===== src/rtl/wedge_pkg.sv =====
// -----------------------------------------------------------------------------
// wedge_pkg
// Shared types and constants for the wedge_drv serial line driver.
//   wedge_cmd_e   : command encoding carried on req_cmd_i
//   wedge_state_e : driver FSM states (ST_PULSE only exists when
//                   WEDGE_DRV_PULSE_EN is defined)
//   CNT_W         : hold counter width, wide enough for HOLD_CYCLES up to 255
//   target_level  : level a level-type command drives the line to
// -----------------------------------------------------------------------------
package wedge_pkg;

    typedef enum logic [1:0] {
        SET_LOW  = 2'd0,
        SET_HIGH = 2'd1,
        TOGGLE   = 2'd2,
        PULSE    = 2'd3
    } wedge_cmd_e;

    typedef enum logic [1:0] {
        ST_IDLE  = 2'd0,
        ST_HOLD  = 2'd1
`ifdef WEDGE_DRV_PULSE_EN
        ,
        ST_PULSE = 2'd2
`endif
    } wedge_state_e;

    localparam int CNT_W = $clog2(256);

    // Level requested by a command given the present line level. PULSE
    // starts by flipping the line, so it shares TOGGLE's target.
    function automatic logic target_level(input wedge_cmd_e cmd, input logic cur);
        logic lvl;
        case (cmd)
            SET_LOW:  lvl = 1'b0;
            SET_HIGH: lvl = 1'b1;
            default:  lvl = ~cur;
        endcase
        return lvl;
    endfunction

endpackage


===== src/rtl/wedge_hold_cnt.sv =====
// -----------------------------------------------------------------------------
// wedge_hold_cnt
// Down-counter that times how long the serial line must stay stable.
// Ports:
//   clk_i     : clock
//   rst_i     : synchronous active-high reset, clears count to 0
//   clr_i     : synchronous clear, same effect as rst_i
//   load_i    : load value_i (takes priority over counting)
//   value_i   : load value
//   enable_i  : decrement by one when the count is non-zero
//   zero_o    : count is zero
// -----------------------------------------------------------------------------
module wedge_hold_cnt
    import wedge_pkg::*;
(
    input  logic             clk_i,
    input  logic             rst_i,
    input  logic             clr_i,
    input  logic             load_i,
    input  logic [CNT_W-1:0] value_i,
    input  logic             enable_i,
    output logic             zero_o
);

    logic [CNT_W-1:0] r_cnt;

    always_ff @(posedge clk_i) begin
        if (rst_i || clr_i) begin
            r_cnt <= '0;
        end else if (load_i) begin
            r_cnt <= value_i;
        end else if (enable_i && (r_cnt != '0)) begin
            r_cnt <= r_cnt - 1'b1;
        end
    end

    assign zero_o = (r_cnt == '0);

endmodule


===== src/rtl/wedge_drv.sv =====
// -----------------------------------------------------------------------------
// wedge_drv
// Drives a registered serial line toward a remote synchronising edge
// detector, guaranteeing that consecutive line edges are at least
// HOLD_CYCLES clock cycles apart, and strobes r_edge_o / f_edge_o in the
// first cycle the line shows a new level caused by a command.
//
// Optional feature macro: WEDGE_DRV_PULSE_EN
//   defined   : PULSE flips the line for HOLD_CYCLES cycles, then flips back
//   undefined : an accepted PULSE is consumed as a no-op
//
// Parameters:
//   HOLD_CYCLES : minimum stable cycles after any edge (1..255)
//   RESET_VAL   : line level after reset or clear
// Ports:
//   clk_i        : clock
//   rst_i        : synchronous active-high reset
//   clr_i        : synchronous clear, aborts the current operation
//   en_i         : advance enable; low freezes state, counter and line
//   req_valid_i  : command valid
//   req_cmd_i    : command (SET_LOW, SET_HIGH, TOGGLE, PULSE)
//   req_ready_o  : command accepted when valid & ready at a clock edge
//   serial_o     : registered line level
//   r_edge_o     : one-cycle rising-edge strobe
//   f_edge_o     : one-cycle falling-edge strobe
//   busy_o       : FSM not idle
// -----------------------------------------------------------------------------
module wedge_drv
    import wedge_pkg::*;
#(
    parameter int   HOLD_CYCLES = 3,
    parameter logic RESET_VAL   = 1'b0
) (
    input  logic       clk_i,
    input  logic       rst_i,
    input  logic       clr_i,
    input  logic       en_i,
    input  logic       req_valid_i,
    input  wedge_cmd_e req_cmd_i,
    output logic       req_ready_o,
    output logic       serial_o,
    output logic       r_edge_o,
    output logic       f_edge_o,
    output logic       busy_o
);

    // Counter load value: the edge cycle itself counts as the first hold cycle.
    localparam logic [CNT_W-1:0] HOLD_LOAD = CNT_W'(HOLD_CYCLES - 1);

    wedge_state_e r_state;
    wedge_state_e w_state_next;
    logic         r_serial;
    logic         w_serial_next;
    logic         r_r_edge;
    logic         r_f_edge;
    logic         w_r_edge_next;
    logic         w_f_edge_next;
    logic         w_ready;
    logic         w_accept;
    logic         w_target;
    logic         w_cnt_load;
    logic         w_cnt_en;
    logic         w_cnt_zero;

    wedge_hold_cnt u_hold_cnt (
        .clk_i    (clk_i),
        .rst_i    (rst_i),
        .clr_i    (clr_i),
        .load_i   (w_cnt_load),
        .value_i  (HOLD_LOAD),
        .enable_i (w_cnt_en),
        .zero_o   (w_cnt_zero)
    );

    assign w_ready  = en_i & (r_state == ST_IDLE) & ~clr_i;
    assign w_accept = req_valid_i & w_ready;

    always_ff @(posedge clk_i) begin
        if (rst_i || clr_i) begin
            r_state  <= ST_IDLE;
            r_serial <= RESET_VAL;
            r_r_edge <= 1'b0;
            r_f_edge <= 1'b0;
        end else begin
            r_state  <= w_state_next;
            r_serial <= w_serial_next;
            r_r_edge <= w_r_edge_next;
            r_f_edge <= w_f_edge_next;
        end
    end

    always_comb begin
        w_state_next  = r_state;
        w_serial_next = r_serial;
        w_cnt_load    = 1'b0;
        w_cnt_en      = 1'b0;
        w_target      = target_level(req_cmd_i, r_serial);

        if (en_i) begin
            case (r_state)
                ST_IDLE: begin
                    if (w_accept) begin
                        if (req_cmd_i == PULSE) begin
`ifdef WEDGE_DRV_PULSE_EN
                            w_serial_next = ~r_serial;
                            w_cnt_load    = 1'b1;
                            w_state_next  = ST_PULSE;
`endif
                        end else if (w_target != r_serial) begin
                            w_serial_next = w_target;
                            w_cnt_load    = 1'b1;
                            w_state_next  = ST_HOLD;
                        end
                    end
                end
                ST_HOLD: begin
                    w_cnt_en = 1'b1;
                    if (w_cnt_zero) begin
                        w_state_next = ST_IDLE;
                    end
                end
`ifdef WEDGE_DRV_PULSE_EN
                ST_PULSE: begin
                    w_cnt_en = 1'b1;
                    if (w_cnt_zero) begin
                        w_serial_next = ~r_serial;
                        w_cnt_load    = 1'b1;
                        w_state_next  = ST_HOLD;
                    end
                end
`endif
                default: begin
                    w_state_next = ST_IDLE;
                end
            endcase
        end

        // Strobes are recomputed every cycle, so they never stretch while
        // en_i is low; reset/clear level changes bypass this path entirely.
        w_r_edge_next = w_serial_next & ~r_serial;
        w_f_edge_next = ~w_serial_next & r_serial;
    end

    assign req_ready_o = w_ready;
    assign serial_o    = r_serial;
    assign r_edge_o    = r_r_edge;
    assign f_edge_o    = r_f_edge;
    assign busy_o      = (r_state != ST_IDLE);

endmodule


===== config.mk =====
export PLATFORM = sky130hd
export DESIGN_NAME = wedge_drv
export DESIGN_NICKNAME = d
export VERILOG_FILES = /design/src/rtl/wedge_pkg.sv /design/src/rtl/wedge_hold_cnt.sv /design/src/rtl/wedge_drv.sv
export SDC_FILE = /design/constraint.sdc
export NUM_CORES = 1
export LEC_CHECK = 0
export ABC_AREA = 1
export CAP_MARGIN = 15
export CORE_MARGIN = 4
export CORE_UTILIZATION = 45
export CTS_CLUSTER_DIAMETER = 50
export DETAILED_ROUTE_END_ITERATION = 8
export PLACE_DENSITY = 0.72
export REMOVE_ABC_BUFFERS = 1
export SETUP_SLACK_MARGIN = 0.15
export SYNTH_ARGS = -nofsm -noshare
export SYNTH_HDL_FRONTEND = slang
export SYNTH_SLANG_ARGS = --single-unit
export TNS_END_PERCENT = 20

===== constraint.sdc =====
create_clock -name clk_i -period 1.19 [get_ports clk_i]
set_input_delay 0.1785 -clock clk_i [delete_from_list [all_inputs] [get_ports clk_i]]
set_output_delay 0.1785 -clock clk_i [all_outputs]
set_load 0.02 [all_outputs]

==> flow_summary.yaml <==
outcome:
  status: "completed"
global_route:
  grt_usage: 0.174
  grt_pass1_wl_mm: 2.68
  gr-usage-met2: 0.299
  first_global_vias: 660
  use_met3: 0.0451
  grt_overflow: 0
  gr-max-usage-layer: "met2"
  grt_max_degree: 9
  antenna_found_initial: 0
  grtUsageMet1: 0.190
clock_tree:
  cts_hold_buf: 0
  htreeDepth: 1
  cts_tree: "done"
  clk_pin_slew_ps: 80
  root_buffer: "clkbuf_4"
  clkSinkCount: 12
  clock_latency_ps: 270
  cts_buffers: 3
  cts_buffer_depth: 2
setup_path:
  crit_end: "u_hold_cnt.r_cnt[3]"
  rrSetupSlack_ps: 10
  cp-startpoint: "u_hold_cnt.r_cnt[1]"
  crit_top_cell: "nor2_4"
  worst-path-max-fanout: 8
  crit_path_end_kind: "register"
  r2r-start: "u_hold_cnt.r_cnt[1]"
  crit_chain: "inv_2 > ha_4 > nand3_4 > nor2_4 > nor2_4 > o21ai_1 > a21oi_1"
  worst_ep_required_time_ps: 1390
  worst_ep_arrival_time_ps: 1370
  crit_slowest_cell: "dfxtp_2"
  critPathLaunchType: "register"
  max_stage_delay_ps: 350
  critPathKind: "reg -> reg"
  r2r_end: "u_hold_cnt.r_cnt[3]"
  r2r_cells: 7
synth:
  synth_top_area_cell: "dfxtp_1"
  yosysMostFrequentCell: "nand2_1"
  syn-cell-area_um2: 699
  ys_seq_elements: 12
  ys_types: 20
  syn_inst: 110
  synthTopCellsByArea: "dfxtp_1 (34%), nand2_1 (16%), inv_1 (9.1%)"
  yosysWarnings: 0
  synth_top_cells_by_count: "nand2_1 (29), inv_1 (17), nor2_1 (15)"
  synth_top_area_frac: 0.343
  synth-seq-area-share: 0.343
  synth_top_flop_cell: "dfxtp_1"
  synth_edf_count: 0
  synth_area_per_cell_um2: 6.36
  synth-async-reset-ratio: 0
pwr:
  p_leak_nw: 0.482
  power.total_mw: 0.835
  p_per_area_nw_per_um2: 792
  ir_drop_mv: 0.635
sta:
  drv_slew: 0
  fin_crit_ps: 1180
  fmax_ghz: 0.850
  hold_viol_final: 0
  worst_slew_pin_slew_ps: 356
  final.period_utilization: 0.989
  max_slew_margin: 0.760
  rsz0062_at_grt: "yes"
  setup_viol: 0
  skew_ps: 4.91
detailed_routing:
  drc_errors: 0
  drtPass1Iterations: 6
  wl_mm: 1.66
  drt_iter0_drc: 21
  ant_nets: 0
  via_per_inst: 5.20
  dr_total_vias: 791
  wl_per_cell_um: 10.9
placed_design:
  dp_hpwl_mm: 1.12
  gp_congestion: 0.817
  place.port_buffers: 11
floorplan:
  rows: 13
  ios: 12
  die_w_um: 47.4
  initial_utilization: 0.506
  design.core.area_um2: 1380
  die_y_um: 47.4
  dieArea_um2: 2250
min_path:
  hp-class: "in -> reg"
layout:
  fin_nets: 147
  fin_util: 0.763
  diodes: 0
  area_growth_syn_to_layout_pct: 50.8
  layout-drive-gt1-share: 0.394
  fill_cells: 107
run:
  drv_cap: 0
[cells in the final DEF (no fill, tap or decap), types with 2 or more instances in the layout]
cell type | synthesis | layout
nand2_2 | 3 | 3
nor2_2 | 3 | 2
o21ai_0 | 7 | 2
nor2_1 | 15 | 12
clkbuf_2 | 0 | 2
dfxtp_1 | 12 | 5
nand3_1 | 4 | 3
inv_2 | 1 | 5
dfxtp_2 | 0 | 6
buf_4 | 0 | 9
nor2_4 | 1 | 5
inv_1 | 17 | 12
clkdlybuf4s50_1 | 0 | 5
clkbuf_4 | 0 | 3
nand2_1 | 29 | 26
o21ai_1 | 0 | 5
nand2_4 | 1 | 4
buf_6 | 0 | 5
a21oi_1 | 8 | 8
[critical path: cells and delay by family, from the launching register on]
family                     cells  cell delay [ps]
buffers and inverters          1               60
AOI/OAI and AO/OA              2              250
adders and majority gates      1              160
and+or+nand+nor                3              290
DFF                            1              350
[through the flow]
step	setup WS (ps)	instance area (um2)	setup TNS [ps]	hold slack, ps	std cells
after floorplan	34.9	699	0	369	110
after global placement	-481	911	-4160	456	147
after detailed placement	-493	911	-4330	455	147
after CTS	7.65	982	0	410	151
after global routing	-41.7	1050	-158	479	152
final	13.7	1050	0	427	152
[metal layers]
metal,vias up,share of wire
met4,0,0.017
met3,4,0.072
met1,358,0.42
met2,29,0.49
li1,400,-
met5,-,0
[registers in the layout, summed over array words and instances (netlist names)]
signal,cells
u_hold_cnt.r_cnt,8
f_edge_o,1
r_edge_o,1
r_state,1
serial_o,1
[where the power goes]
part | total, mW | internal, mW | switching [mW]
Combinational | 0.106 | 0.0541 | 0.0520
Clock | 0.327 | 0.186 | 0.141
Sequential | 0.402 | 0.401 | 0.00130
[timing repair]
| item | CTS | global route |
|---|---|---|
| endpoints found under the hold margin | 0 | 0 |
| endpoints found under the setup margin | 17 | 16 |
| setup buffers | 0 | 1 |
| pin swaps | 8 | 4 |
| gates resized for setup | 35 | 30 |
| cloned | 0 | 0 |
[cell families (layout without fill, tap and decap cells)]
logic type                 Yosys count  count (layout)  synth area share
and+or+nand+nor                     61              61             0.395
buffers and inverters               18              45            0.0966
adders and majority gates            2               2            0.0358
DFF                                 12              12             0.343
AOI/OAI and AO/OA                   17              17             0.129
[worst min path at each step]
stage	slack, ps	depth (start not counted)	to	from
2_1_floorplan	370	3	f_edge_o	req_cmd_i[0]
3_3_place_gp	460	2	u_hold_cnt.r_cnt[0]	u_hold_cnt.r_cnt[0]
3_5_place_dp	450	2	u_hold_cnt.r_cnt[0]	u_hold_cnt.r_cnt[0]
4_1_cts	410	4	r_state[0]	en_i
5_1_grt	480	4	r_state[0]	en_i
6_report	430	4	r_state[0]	en_i
[cell type report]
type / instances / area, um2 / share of cell area
tap: 15 / 18.8 / 0.0178
clock buffer: 4 / 36.3 / 0.0344
multi-input combinational: 80 / 480 / 0.456
timing repair buffer: 23 / 198 / 0.187
inverter: 18 / 70.1 / 0.0664
sequential: 12 / 251 / 0.238
Power figures use the tool's default switching activity.
